==> config.mk <==
export PLATFORM = sky130hd
export DESIGN_NAME = io_bus_initiator
export DESIGN_NICKNAME = d
export VERILOG_FILES = /design/src/rtl/io_bus_initiator.sv
export SDC_FILE = /design/constraint.sdc
export NUM_CORES = 1
export LEC_CHECK = 0
export CAP_MARGIN = 20
export CELL_PAD_IN_SITES_DETAIL_PLACEMENT = 0
export CELL_PAD_IN_SITES_GLOBAL_PLACEMENT = 1
export CORE_MARGIN = 2
export CORE_UTILIZATION = 43
export CTS_BUF_LIST = sky130_fd_sc_hd__clkbuf_8
export DETAILED_ROUTE_END_ITERATION = 8
export PLACE_DENSITY_LB_ADDON = 0.1
export SYNTH_ARGS = -nofsm -noshare
export SYNTH_HDL_FRONTEND = slang
export SYNTH_SLANG_ARGS = --single-unit
==> constraint.sdc <==
create_clock -name main_clk -period 5.3 [get_ports main_clk]
set_input_delay 1.06 -clock main_clk [delete_from_list [all_inputs] [get_ports main_clk]]
set_output_delay 1.06 -clock main_clk [all_outputs]
set_load 0.005 [all_outputs]
==> src/rtl/io_bus_initiator.sv <==
// io_bus_initiator: initiator side of the memory-mapped IO port.
// Accepts word/byte read/write requests from a core, issues them on the io_* bus for one cycle
// each, tracks outstanding reads through a fixed-latency valid pipe, and buffers returned read
// data in an in-order show-ahead FIFO. A credit check on req_ready keeps the FIFO from overflowing.
// Ports:
//   main_clk, reset                   clock (rising edge), async active-high reset
//   req_valid/req_ready               request handshake
//   req_write/req_byte/req_address/req_data   request payload
//   rsp_valid/rsp_ready/rsp_data      read response handshake and data
//   io_address/io_data_write/io_control       registered bus outputs toward the responder
//   io_data_read                      read data from the responder
module io_bus_initiator #(
    parameter int unsigned RSP_DEPTH       = 4,
    parameter int unsigned IO_READ_LATENCY = 2
) (
    input  logic        main_clk,
    input  logic        reset,
    input  logic        req_valid,
    output logic        req_ready,
    input  logic        req_write,
    input  logic        req_byte,
    input  logic [31:0] req_address,
    input  logic [15:0] req_data,
    output logic        rsp_valid,
    input  logic        rsp_ready,
    output logic [15:0] rsp_data,
    output logic [31:0] io_address,
    output logic [15:0] io_data_write,
    output logic [1:0]  io_control,
    input  logic [15:0] io_data_read
);

    localparam int unsigned PTR_W  = $clog2(RSP_DEPTH);
    localparam int unsigned CNT_W  = $clog2(RSP_DEPTH) + 1;
    localparam int unsigned PIPE_W = IO_READ_LATENCY + 1;

    logic              accept;
    logic              accept_read;
    logic              push;
    logic              pop;
    logic [PIPE_W-1:0] rd_pipe;
    logic [CNT_W-1:0]  inflight_reads;
    logic [CNT_W-1:0]  fifo_count;
    logic [CNT_W:0]    credits_used;
    logic [PTR_W-1:0]  wr_ptr;
    logic [PTR_W-1:0]  rd_ptr;
    logic [15:0]       fifo_mem [RSP_DEPTH];

    // Every accepted read owns a FIFO slot from accept until it is popped.
    assign credits_used = (CNT_W+1)'(inflight_reads) + (CNT_W+1)'(fifo_count);
    assign req_ready    = !reset && (credits_used < (CNT_W+1)'(RSP_DEPTH));
    assign accept       = req_valid && req_ready;
    assign accept_read  = accept && !req_write;
    // rd_pipe[k] is set during bus cycle T+k of a read issued in cycle T.
    assign push         = rd_pipe[IO_READ_LATENCY];
    assign rsp_valid    = (fifo_count != '0);
    assign pop          = rsp_valid && rsp_ready;
    assign rsp_data     = fifo_mem[rd_ptr];

    // Issue stage: one bus cycle per accepted request, idle zeros otherwise.
    always_ff @(posedge main_clk or posedge reset) begin
        if (reset) begin
            io_address    <= '0;
            io_data_write <= '0;
            io_control    <= 2'b00;
        end else if (accept) begin
            io_address    <= req_address;
            io_data_write <= (req_write && req_byte) ? {req_data[7:0], req_data[7:0]} : req_data;
            io_control    <= {req_write, req_byte};
        end else begin
            io_address    <= '0;
            io_data_write <= '0;
            io_control    <= 2'b00;
        end
    end

    // Read-valid pipe and in-flight read counter.
    always_ff @(posedge main_clk or posedge reset) begin
        if (reset) begin
            rd_pipe        <= '0;
            inflight_reads <= '0;
        end else begin
            rd_pipe <= {rd_pipe[PIPE_W-2:0], accept_read};
            if (accept_read && !push) begin
                inflight_reads <= inflight_reads + CNT_W'(1);
            end else if (!accept_read && push) begin
                inflight_reads <= inflight_reads - CNT_W'(1);
            end
        end
    end

    // FIFO pointers and occupancy; simultaneous push/pop leaves the count unchanged.
    always_ff @(posedge main_clk or posedge reset) begin
        if (reset) begin
            wr_ptr     <= '0;
            rd_ptr     <= '0;
            fifo_count <= '0;
        end else begin
            if (push) begin
                wr_ptr <= wr_ptr + PTR_W'(1);
            end
            if (pop) begin
                rd_ptr <= rd_ptr + PTR_W'(1);
            end
            if (push && !pop) begin
                fifo_count <= fifo_count + CNT_W'(1);
            end else if (pop && !push) begin
                fifo_count <= fifo_count - CNT_W'(1);
            end
        end
    end

    // FIFO storage; contents are don't-care while the count is zero.
    always_ff @(posedge main_clk) begin
        if (push) begin
            fifo_mem[wr_ptr] <= io_data_read;
        end
    end

endmodule

==> reports/summary.txt, run 1 <==
========================================================================================================
Total power of the final layout ...........................................................      1866 µW
Worst-path fanout max .....................................................................            3
Slowest cell delay on critical path .......................................................       490 ps
Height of the die .........................................................................     108.4 µm
Cell Chain, Critical Path ................................................................. clkdlybuf4s50_1 -> nor4_4 -> and2_1 -> clkdlybuf4s50_1
Count of antenna diodes in the layout .....................................................            0
Fin worst setup slack .....................................................................      1759 ps
Post-CTS clock slew at the launch and capture registers of the worst setup and hold paths .        60 ps
# resized after CTS .......................................................................            0
Met3 routing resource usage after global routing ..........................................       9.343%
Class of the tightest hold or removal check ...............................................   reg -> reg
IR Drop Worst-Case VDD ....................................................................     156.1 µV
Data required time at the worst endpoint ..................................................      4240 ps
Overflow left after global routing ........................................................            0
Most utilized layer in the global route result ............................................         met2
Overall Global Routing Usage ..............................................................       17.09%
Pre-CTS worst setup slack .................................................................      1744 ps
Kind of start point of the critical path .................................................. primary input
Initial antenna violation count ...........................................................            0
Clock latency at the later pin of the worst-skew pair .....................................       420 ps
Full die area .............................................................................  0.01176 mm²
Via-per-instance ratio ....................................................................        4.681
Arrival time at the worst endpoint ........................................................      2480 ps
P&R area growth vs syn ....................................................................       39.33%
Post-DP HPWL ..............................................................................      6316 µm
Number of nets in the synthesized netlist .................................................          344
Yosys top cell by area ....................................................................     edfxtp_1
Length of the first detailed-routing pass in iterations ...................................            4
Max H-tree Level ..........................................................................            4
Most common cell after layout, fill and taps aside ........................................ clkdlybuf4s50_1
Count of buffer and inverter cells on the critical path ...................................            2
Number of nets still failing antenna checks after routing .................................            0
Via count .................................................................................        2,640
Cell with the largest stage delay on the worst path ....................................... clkdlybuf4s50_1
Clock tree from TritonCTS .................................................................          yes
Count of unique library cells instantiated by Yosys .......................................           22
Setup clock skew after layout .............................................................     7.962 ps
Starting density of the core ..............................................................       43.64%
Via count of the first global-routing pass ................................................        2,896
Number of enable-type register cells in the synthesized netlist ...........................           64
Setup TNS .................................................................................         0 ps
Number of DRC violations after detailed routing ...........................................            0
Sequential cell area fraction in the yosys report .........................................       74.60%
Final setup violation count ...............................................................            0
Most used cells in the layout excluding fill and tap cells ................................ 137 x clkdlybuf4s50_1, 64 x edfxtp_1, 63 x dfrtp_1, 47 x and2_1, 17 x clkbuf_8
Transition at the pin with the smallest max-transition slack ..............................     881.4 ps
Leak ......................................................................................  0.002560 µW
Number of buffers inserted by hold repair at cts ..........................................            0
Crit end category .........................................................................  output port
Netlist area before placement ............................................................. 0.004689 mm²
Launch instance of the worst min-delay path ...............................................   rd_pipe[0]
Power Dens Cells .......................................................................... 285.6 mW/mm²
First-pass GRT wire length ................................................................    14,520 µm
Min Tclk post-route .......................................................................      3541 ps
Run status ................................................................................ finished clean
Top area cells in the synthesized netlist ................................................. edfxtp_1 41%, dfrtp_1 34%, mux4_2 7.7%
Worst reg2reg path startpoint ............................................................. inflight_reads[2]
Synth top area share ......................................................................       40.98%
Type of the setup path with the least slack ...............................................    in -> out
RSZ-0062 raised after global routing ......................................................           no
Kind of cell with the highest combined delay on the critical path ......................... buffers and inverters
Max frequency .............................................................................    282.4 MHz
Met2 layer usage reported by global route .................................................       27.14%
Number of filler cells placed in the layout ...............................................          872
Hold Fails Final Rpt ......................................................................            0
Per-instance average area after synthesis .................................................    17.76 µm²
Die outline width .........................................................................     108.4 µm
# IOs .....................................................................................          138
Core area .................................................................................  0.01075 mm²
Portion of the clock cycle consumed by the worst path in the final layout .................       66.81%
Flop and latch count out of synthesis .....................................................          127
Net count reported at finish ..............................................................          492
Detailed router's first-iteration violation count .........................................           62
Post-synthesis async set-or-reset flop share ..............................................       49.61%
Synthesis warning total ...................................................................            0
Post-synthesis instance total .............................................................          264
Number of placement rows ..................................................................           38
Wirelength, routed ........................................................................      9091 µm
Routing usage on met1 .....................................................................       18.82%
Buffers on Ports ..........................................................................          137
Max_slew headroom .........................................................................       41.16%
Detailed-route wire length per cell .......................................................     16.12 µm
Number of slew-limit violations in the final report .......................................            0
Count of buffers added by post-CTS timing repair for setup ................................            0
Routability Congestion ....................................................................       0.7879
Clock tree buffer depth ...................................................................            2
Most used cell along the critical path .................................................... clkdlybuf4s50_1
Pin count of the biggest net entering global routing ......................................           43
TritonCTS Buffers .........................................................................           17
Worst setup path startpoint ...............................................................        reset
CTS Root Cell .............................................................................     clkbuf_8
Leading register cell type out of synthesis ...............................................     edfxtp_1
Max Cap Viol ..............................................................................            0
Share of layout cells above drive strength 1 ..............................................       11.79%
Clock net sink count ......................................................................          127
========================================================================================================
## worst paths after layout
kind	end	slack [ps]	depth (start not counted)
hold reg to reg	rd_pipe[1]	350	0
hold / removal	rd_pipe[1]	350	0
setup reg to reg	inflight_reads[2]	2630	10
max in group asynchronous	io_data_write[2]	3240	3
min in group asynchronous	fifo_count[2]	1230	2
setup / recovery	req_ready	1760	4
## cells in the mapped netlist (2+ instances only)
cell type	instances
edfxtp_1	64
dfrtp_1	63
and2_1	47
mux4_2	16
nand2_1	11
nand3_1	11
a21oi_1	8
ha_1	8
inv_1	6
buf_6	5
xor2_1	5
xnor2_1	4
nor2_1	3
buf_2	2
clkbuf_1	2
fa_1	2
mux2_2	2
## registers in the layout, summed over array words and instances, names as in the netlist
| name | cells |
|---|---|
| fifo_mem | 64 |
| io_address | 32 |
| io_data_write | 16 |
| fifo_count | 3 |
| inflight_reads | 3 |
| rd_pipe | 3 |
| io_control | 2 |
| rd_ptr | 2 |
| wr_ptr | 2 |
## layer usage
layer  vias to the layer above  wire length (µm)
li1                       1232                 -
met1                      1291              3499
met2                       102              4479
met3                        15               943
met4                         0               168
met5                         -                 0
## through the flow
step                      instances  hold slack, ps  cell area, µm²  util [%]
final                           564           347.0            6534     60.81
after global routing            564           379.9            6534     60.81
after global placement          533           334.9            6170     57.42
after floorplan                 264           331.2            4690         -
after detailed placement        533           345.8            6170     57.42
after CTS                       564           349.2            6534     60.81
## kinds of logic after synthesis
logic type / after synthesis / synth area share (%)
compound gates: 9 / 0.9604
xor+xnor: 9 / 1.681
fa+ha+maj: 10 / 2.988
buf+inv: 16 / 2.215
flops: 127 / 74.60
mux: 18 / 8.164
simple gates: 75 / 9.392
## layout make-up
class,instances,area (µm²),share of cell area [%]
clock inverters,14,130.1,1.992
flip-flops and latches,127,3498,53.54
inverters,6,22.52,0.3447
multi-input cells,121,1087,16.64
clock buffers,17,234.0,3.581
well taps,140,175.2,2.681
repair buffers,139,1386,21.22
## power breakdown
part	switching, µW	internal (µW)	total [µW]
logic	25.3	46.5	71.8
registers	0	1040	1040
clock network	351	406	757
Power figures use the tool's default switching activity.
==> inputs of run 2 (changes only) <==
CORE_UTILIZATION = 40   (was 43)
clock period = 3.31 ns   (was 5.3 ns; I/O delays follow)
==> run 2 against run 1 <==
Sequential share of layout area is 0.50 points lower. Flip-flop and latch count stayed put. Critical path depth is 1 lower. Via count hardly changed. Design area is 0.94% higher. Register-to-register slack worse by 1700 ps. Critical endpoint is now rsp_data[10]. Worst hold slack better by 9.4 ps. Non-clock buffer count is 3 higher. Final cell count is 1.2% higher. Combinational power is 63% higher. Global-route usage is 0.99 points lower.
==> reports/summary.txt, run 2 (same netlist as run 1, synthesis figures left out) <==
========================================================================================================
Run status ................................................................................ finished clean
TritonCTS Buffers .........................................................................           17
Number of DRC violations after detailed routing ...........................................            0
Count of buffer and inverter cells on the critical path ...................................            2
Setup TNS .................................................................................         0 ps
Type of the setup path with the least slack ...............................................   reg -> out
Arrival time at the worst endpoint ........................................................      2170 ps
RSZ-0062 raised after global routing ......................................................           no
Cell Chain, Critical Path ................................................................. buf_4 -> mux4_2 -> clkdlybuf4s50_1
Via-per-instance ratio ....................................................................        4.625
Max_slew headroom .........................................................................       41.59%
Min Tclk post-route .......................................................................      2833 ps
Slowest cell delay on critical path .......................................................       560 ps
Count of antenna diodes in the layout .....................................................            0
Detailed router's first-iteration violation count .........................................          105
Length of the first detailed-routing pass in iterations ...................................            4
Buffers on Ports ..........................................................................          137
Die outline width .........................................................................     112.3 µm
Register name with the most flops .........................................................     fifo_mem
Detailed-route wire length per cell .......................................................     16.22 µm
Met3 routed wirelength ....................................................................       860 µm
# IOs .....................................................................................          138
Power Dens Cells .......................................................................... 466.8 mW/mm²
Starting density of the core ..............................................................       41.07%
Clock tree buffer depth ...................................................................            2
Instance count on the critical path .......................................................            3
Most common cell after layout, fill and taps aside ........................................ clkdlybuf4s50_1
Number of nets still failing antenna checks after routing .................................            0
Number of buffers inserted by hold repair at cts ..........................................            0
Number of slew-limit violations in the final report .......................................            0
Routability Congestion ....................................................................       0.7177
Area of all placed cells without fillers .................................................. 0.006595 mm²
Cell with the largest stage delay on the worst path .......................................       mux4_2
Transition at the pin with the smallest max-transition slack ..............................     876.2 ps
Via count .................................................................................        2,641
Crit end category .........................................................................  output port
Final Util ................................................................................       57.76%
WL met2 ...................................................................................      4600 µm
Height of the die .........................................................................     112.3 µm
Most used cells in the layout excluding fill and tap cells ................................ 137 x clkdlybuf4s50_1, 64 x edfxtp_1, 63 x dfrtp_1, 47 x and2_1, 17 x clkbuf_8
P&R area growth vs syn ....................................................................       40.64%
Count of buffers added by post-CTS timing repair for setup ................................            0
Via count of the first global-routing pass ................................................        2,928
Hold Fails Final Rpt ......................................................................            0
IR Drop Worst-Case VDD ....................................................................     279.0 µV
Launch instance of the worst min-delay path ...............................................   rd_pipe[0]
Post-CTS clock slew at the launch and capture registers of the worst setup and hold paths .        70 ps
Leak ......................................................................................  0.002586 µW
Clock latency at the later pin of the worst-skew pair .....................................       440 ps
Pre-CTS worst setup slack .................................................................     445.2 ps
Number of flip-flops in the largest register ..............................................           64
Data required time at the worst endpoint ..................................................      2650 ps
# resized after CTS .......................................................................            0
Pin count of the biggest net entering global routing ......................................           43
Wirelength, routed ........................................................................      9260 µm
Max H-tree Level ..........................................................................            4
Kind of cell with the highest combined delay on the critical path ......................... buffers and inverters
Worst-path fanout max .....................................................................           16
Final setup violation count ...............................................................            0
Share of layout cells above drive strength 1 ..............................................       12.62%
Initial antenna violation count ...........................................................            0
Core area .................................................................................  0.01142 mm²
Registers with the most flip-flops ........................................................ fifo_mem: 64 flops, io_address: 32 flops, io_data_write: 16 flops
Max Cap Viol ..............................................................................            0
Fin worst setup slack .....................................................................     477.4 ps
Clock tree from TritonCTS .................................................................          yes
Post-DP HPWL ..............................................................................      6375 µm
DP Cell Count .............................................................................          539
Number of filler cells placed in the layout ...............................................          951
Overall Global Routing Usage ..............................................................       16.10%
Net count reported at finish ..............................................................          495
First-pass GRT wire length ................................................................    15,010 µm
Overflow left after global routing ........................................................            0
Worst setup path startpoint ...............................................................    rd_ptr[0]
Portion of the clock cycle consumed by the worst path in the final layout .................       85.58%
Number of placement rows ..................................................................           39
CTS Root Cell .............................................................................     clkbuf_8
Kind of start point of the critical path ..................................................         flop
Cell depth of the worst flop-to-flop path .................................................           10
Class of the tightest hold or removal check ...............................................   reg -> reg
Setup clock skew after layout .............................................................     6.848 ps
Area post-placement ....................................................................... 0.006208 mm²
Max frequency .............................................................................    353.0 MHz
Hold-critical path depth ..................................................................            0
Post-Route M1 WL ..........................................................................      3586 µm
Highest routed metal layer ................................................................         met4
Full die area .............................................................................  0.01261 mm²
Clock net sink count ......................................................................          127
Number of standard cells in the final layout excluding fillers ............................          571
Worst reg2reg path startpoint ............................................................. inflight_reads[2]
========================================================================================================
## run 2: stage by stage
stage	power [µW]	hold slack, ps
2_1_floorplan	1713	331.2
3_3_place_gp	1811	340.7
3_5_place_dp	1812	345.9
4_1_cts	3123	362.3
5_1_grt	3197	365.9
6_report	3079	356.4
## run 2: worst paths after layout
path	to	slack, ps
setup / recovery	rsp_data[10]	480
hold / removal	rd_pipe[1]	360
setup reg to reg	inflight_reads[2]	980
hold reg to reg	rd_pipe[1]	360
max in group asynchronous	io_address[23]	1990
min in group asynchronous	io_data_write[5]	710
## run 2: where the power goes
| part | leakage (µW) | internal, µW | switching [µW] |
|---|---|---|---|
| clock network | 0.000195 | 724 | 577 |
| logic | 0.000951 | 76.8 | 40.6 |
| registers | 0.00144 | 1660 | 0 |
| total | 0.00259 | 2460 | 617 |
## run 2: routing by layer
metal / vias to the layer above / track usage [%]
met5: - / 0
met4: 0 / 8.049
met3: 17 / 7.829
met2: 98 / 26.43
met1: 1290 / 17.45
li1: 1236 / -
## run 2: area by class of cell
cell class	count	area (µm²)	area share, %
repair buffers	142	1421	21.55
inverters	6	22.52	0.3415
multi-input cells	121	1087	16.49
flip-flops and latches	127	3498	53.04
clock inverters	15	152.6	2.315
clock buffers	17	234.0	3.548
well taps	143	178.9	2.713
==> inputs of run 3 (changes only) <==
CORE_MARGIN = 3   (was 2)
==> run 3 against run 2 <==
Worst hold slack about the same. Final cell count down 0.35%. Via count up 0.68%. Sequential power about the same. Register-to-register slack worse by 80 ps. Flip-flop and latch count unchanged. Wire length down 1.6%. Clock skew up 5.1 ps. Critical endpoint is now rsp_data[11].
==> reports/summary.txt, run 3 (same netlist as run 1, synthesis figures left out) <==
========================================================================================================
Transition at the pin with the smallest max-transition slack ..............................     851.4 ps
Count of buffers added by post-CTS timing repair for setup ................................            0
Area occupied by multi-input gates ........................................................ 0.001087 mm²
Cell depth of the worst flop-to-flop path .................................................           10
Overflow left after global routing ........................................................            0
First-pass GRT wire length ................................................................    14,560 µm
Hold-critical path depth ..................................................................            0
Class of the tightest hold or removal check ...............................................   reg -> reg
Leak ......................................................................................  0.002569 µW
Registers with the most flip-flops ........................................................ fifo_mem: 64 flops, io_address: 32 flops, io_data_write: 16 flops
TritonCTS Buffers .........................................................................           17
Kind of start point of the critical path ..................................................         flop
Via count of the first global-routing pass ................................................        2,866
Area post-placement ....................................................................... 0.006212 mm²
IR Drop Worst-Case VDD ....................................................................     221.5 µV
Number of placement rows ..................................................................           38
Detailed-route wire length per cell .......................................................     16.01 µm
Number of slew-limit violations in the final report .......................................            0
Hold Fails Final Rpt ......................................................................            0
Worst R2R Setup Slack .....................................................................       900 ps
Starting density of the core ..............................................................       42.15%
Detailed router's first-iteration violation count .........................................          109
Run status ................................................................................ finished clean
Clock tree buffer depth ...................................................................            2
Max H-tree Level ..........................................................................            4
RSZ-0062 raised after global routing ......................................................           no
Length of the first detailed-routing pass in iterations ...................................            4
Most used cells in the layout excluding fill and tap cells ................................ 137 x clkdlybuf4s50_1, 64 x edfxtp_1, 63 x dfrtp_1, 47 x and2_1, 17 x clkbuf_8
Clock net sink count ......................................................................          127
Number of buffers inserted by hold repair at cts ..........................................            0
Share of layout cells above drive strength 1 ..............................................       13.52%
Number of flip-flops in the largest register ..............................................           64
# IOs .....................................................................................          138
Core area .................................................................................  0.01113 mm²
Portion of the clock cycle consumed by the worst path in the final layout .................       86.32%
Crit end category .........................................................................  output port
Net count reported at finish ..............................................................          496
Pin count of the biggest net entering global routing ......................................           43
Most common cell after layout, fill and taps aside ........................................ clkdlybuf4s50_1
Min Tclk post-route .......................................................................      2857 ps
Post-CTS clock slew at the launch and capture registers of the worst setup and hold paths .        70 ps
Count of antenna diodes in the layout .....................................................            0
Number of filler cells placed in the layout ...............................................          918
Post-DP HPWL ..............................................................................      6306 µm
Overall Global Routing Usage ..............................................................       15.10%
Power Dens Cells .......................................................................... 449.0 mW/mm²
CTS Root Cell .............................................................................     clkbuf_8
Arrival time at the worst endpoint ........................................................      2200 ps
Full die area .............................................................................  0.01306 mm²
Routability Congestion ....................................................................       0.7358
Setup clock skew after layout .............................................................     11.99 ps
Via-per-instance ratio ....................................................................        4.673
Type of the setup path with the least slack ...............................................   reg -> out
# resized after CTS .......................................................................            0
Hold_ws ...................................................................................     356.2 ps
Area of all placed cells without fillers .................................................. 0.006566 mm²
Number of DRC violations after detailed routing ...........................................            0
Max_slew headroom .........................................................................       43.24%
Max frequency .............................................................................    350.0 MHz
Number of nets still failing antenna checks after routing .................................            0
Die outline width .........................................................................     114.3 µm
Wirelength, routed ........................................................................      9109 µm
Data required time at the worst endpoint ..................................................      2650 ps
Initial antenna violation count ...........................................................            0
Clock latency at the later pin of the worst-skew pair .....................................       420 ps
Max Cap Viol ..............................................................................            0
Register name with the most flops .........................................................     fifo_mem
Register Area ............................................................................. 0.003498 mm²
Via count .................................................................................        2,659
Height of the die .........................................................................     114.3 µm
Worst-path fanout max .....................................................................           13
Setup TNS .................................................................................         0 ps
Final setup violation count ...............................................................            0
P&R area growth vs syn ....................................................................       40.02%
Buffers on Ports ..........................................................................          137
Clock tree from TritonCTS .................................................................          yes
========================================================================================================
-- run 3: cell count changes in the layout (fill, tap and decap cells not counted), sizes merged --
cell	before	now
inv	7	8
clkinvlp	3	4
bufinv	3	1
buf	5	6
-- run 3: critical path, cell delays in order, from the launching register on --
cell             delay [ps]
dfrtp_1                 570
buf_12                  230
mux4_2                  510
clkdlybuf4s50_1         470
-- run 3: path summary, 6_finish.rpt --
check                               from                 to
setup / recovery               rd_ptr[0]       rsp_data[11]
setup reg to reg           fifo_count[2]  inflight_reads[2]
hold / removal                rd_pipe[1]         rd_pipe[2]
max in group asynchronous          reset     io_address[13]
hold reg to reg               rd_pipe[1]         rd_pipe[2]
min in group asynchronous          reset     io_address[30]
-- run 3: report_power, final --
group	switching [µW]	total (µW)	internal (µW)
clock network	586	1170	585
logic	40.5	116	75.9
registers	0	1660	1660
total	627	2950	2320
-- run 3: cell type report --
cell class              instances  area share, %
multi-input cells             121          16.56
repair buffers                143          21.76
flip-flops and latches        127          53.28
well taps                     140          2.668
clock buffers                  17          3.563
inverters                       6         0.3430
clock inverters                15          1.829
-- run 3: metrics by stage --
stage	utilization [%]	worst slack, ps	power (µW)	instances
floorplan	-	914.0	1713	264
global placement	55.84	504.0	1809	537
detailed placement	55.84	417.5	1811	537
CTS	59.02	375.9	2994	569
global route	59.02	316.9	3083	569
finish	59.02	452.7	2948	569
-- run 3: per-layer routing --
metal,share of wire [%],track usage (%)
met1,39,17.28
met2,49,23.19
met3,11,8.615
met4,1.0,6.651
met5,0,0
==> edit (config.mk and constraints of run 3) <==
`RSP_DEPTH`: 4 -> 2.
--- a/src/rtl/io_bus_initiator.sv
+++ b/src/rtl/io_bus_initiator.sv
@@ -12,3 +12,3 @@
 module io_bus_initiator #(
-    parameter int unsigned RSP_DEPTH       = 4,
+    parameter int unsigned RSP_DEPTH       = 2,
     parameter int unsigned IO_READ_LATENCY = 2
Function: changed (Yosys sat finds a counterexample within 4 cycles, from zero or initial values and one cycle with reset high).
==> edit against run 3 <==
- cell area down 25%
- sequential cell count down 36
- wire length decreased by 22%
- die area decreased by 28%
- count of clock-buffer cells in the layout is 7 lower
- synthesized area down 30%
- worst setup slack improved by 0.0013 ns
- total power up 3.6%
==> edit: results (changes against run 3) <==
Max Buffers Root-to-Sink - 2 (unchanged)
CTS Buf Count - 9 (-8)
synth top area cells - dfrtp_1 (45%), edfxtp_1 (29%), mux2_2 (5.5%)
global-route wire length before repair - 11320 um (-22%)
IO buf count - 137 (unchanged)
Antenna Cells - 0 (unchanged)
Critical Path Start - fifo_count[0]
biggest regs - fifo_mem: 32 flops, io_address: 32 flops, io_data_write: 16 flops
H-Tree Depth - 3 (-1)
Post-CTS Setup Repair Bufs - 0 (unchanged)
PostCTS Resize Cnt - 0 (unchanged)
XOR/XNOR Fraction of Synth Area - 2.133% (+0.45 points)
post-synthesis compound-gate area fraction - 1.219% (+0.26 points)
post-synthesis mux area share - 5.484% (-2.7 points)
Worst Path Arrival - 2.19 ns
DR pass1 iterations - 4 (unchanged)
Ys Warns - 0 (unchanged)
DR iter-0 viols - 61 (-44%)
final clock skew - 0.007583 ns (-0.004410 ns)
path depth of the worst reg2reg path - 10 (unchanged)
Hold Path End - rd_pipe[2]
Post-synth EDFFs - 32 (-50%)
CTS root buffer - clkbuf_8
Leak - 0.002167 uW (-16%)
layout cells sized above 1 - 16.95% (+3.4 points)
Hold Crit Start - rd_pipe[1]
gpl congestion - 0.7226 (-1.8%)
capturing point of the worst reg2reg path - inflight_reads[1]
fin crit share - 86.28% (about the same)
Vias - 2139 (-20%)
dpl hpwl - 5124 um (-19%)
syn_nets - 282 (-18%)
clock latency on the worst-skew pair - 0.34 ns (-0.08 ns)
fin nets - 422 (-15%)
vias in the first global route - 2231 (-22%)
register clock-pin slew on the reported worst setup and hold paths - 0.08 ns
post-synthesis sequential area ratio - 74.18% (-0.42 points)
maximum VDD drop - 278.8 uV (+26%)
crit-path max FO - 4 (-9)
All-Layer GR Usage - 15.49% (+0.39 points)
routed len/inst - 15.53 um (-3.0%)
R2R setup slack - 0.64 ns (-0.26 ns)
post-place setup slack - 0.6156 ns (+0.1981 ns)
Adder-Cell Fraction of Synth Area - 1.371% (-1.6 points)
asr flop ratio synth - 64.84% (+15 points)
largest net degree at the start of global routing - 60 (+40%)
normalized max-slew margin - 50.71% (+7.5 points)
Worst Hold Depth - 0 (unchanged)
FILL cells - 648 (-29%)
synth cell count leaders - dfrtp_1 (59), edfxtp_1 (32), and3_2 (22), and3_1 (20), mux2_2 (16)
Worst Hold Margin - 0.3558 ns (-0.0003350 ns)
status - completed
Finish-stage setup viols - 0 (unchanged)
[edit: cell types whose count changed after synthesis, sizes merged, moves of 3 or more]
| cell | before | now |
|---|---|---|
| clkbuf | 2 | 5 |
| edfxtp | 64 | 32 |
| mux2 | 2 | 16 |
| dfrtp | 63 | 59 |
| nand3 | 11 | 8 |
| inv | 6 | 2 |
| ha | 8 | 2 |
| mux4 | 16 | 0 |
| and2 | 47 | 2 |
| and3 | 1 | 42 |
[edit: cells by family after synthesis]
logic type               after synthesis
AO/OA/AOI/OAI                          8
XOR/XNOR                               8
adder cells (fa/ha/maj)                3
buffers and inverters                 14
flip-flops                            91
multiplexers                          16
AND/OR/NAND/NOR                       69
[edit: worst max path at each step]
stage / end
floorplan: inflight_reads[1]
global placement: inflight_reads[1]
detailed placement: inflight_reads[1]
CTS: req_ready
global route: req_ready
finish: req_ready
[edit: worst max-delay path: stages, from the launching register on]
cell	delay (ns)
dfrtp_1	0.42
and2_1	0.18
fa_1	0.48
nor3_4	0.20
clkdlybuf4s50_1	0.56
[edit: per-layer routing]
layer / global-route usage, % / routed length (um) / vias to the layer above / part of all wire, %
li1: - / - / 1010 / -
met1: 16.70 / 2709 / 1038 / 38
met2: 26.59 / 3598 / 81 / 51
met3: 6.994 / 666 / 10 / 9.4
met4: 5.940 / 109 / 0 / 1.5
met5: 0 / 0 / - / 0
[edit: cell type report]
cell class | count | area share [%]
Clock buffer | 10 | 2.786
Tap cell | 102 | 2.584
Multi-Input combinational cell | 104 | 15.37
Sequential cell | 91 | 49.34
Timing Repair Buffer | 141 | 28.62
Inverter | 2 | 0.1520
Clock inverter | 6 | 1.140
[edit: power breakdown]
part / total [uW] / switching, uW / internal, uW
Clock: 723 / 359 / 364
Combinational: 902 / 338 / 564
Sequential: 1430 / 102 / 1330
[edit: through the flow]
| stage | cells | total power [uW] | instance area [um2] |
|---|---|---|---|
| 6_report | 456 | 3055 | 4940 |
| 3_3_place_gp | 440 | 2357 | 4746 |
| 2_1_floorplan | 209 | 1906 | 3286 |
| 3_5_place_dp | 440 | 2372 | 4746 |
| 4_1_cts | 456 | 3102 | 4940 |
| 5_1_grt | 456 | 3241 | 4940 |
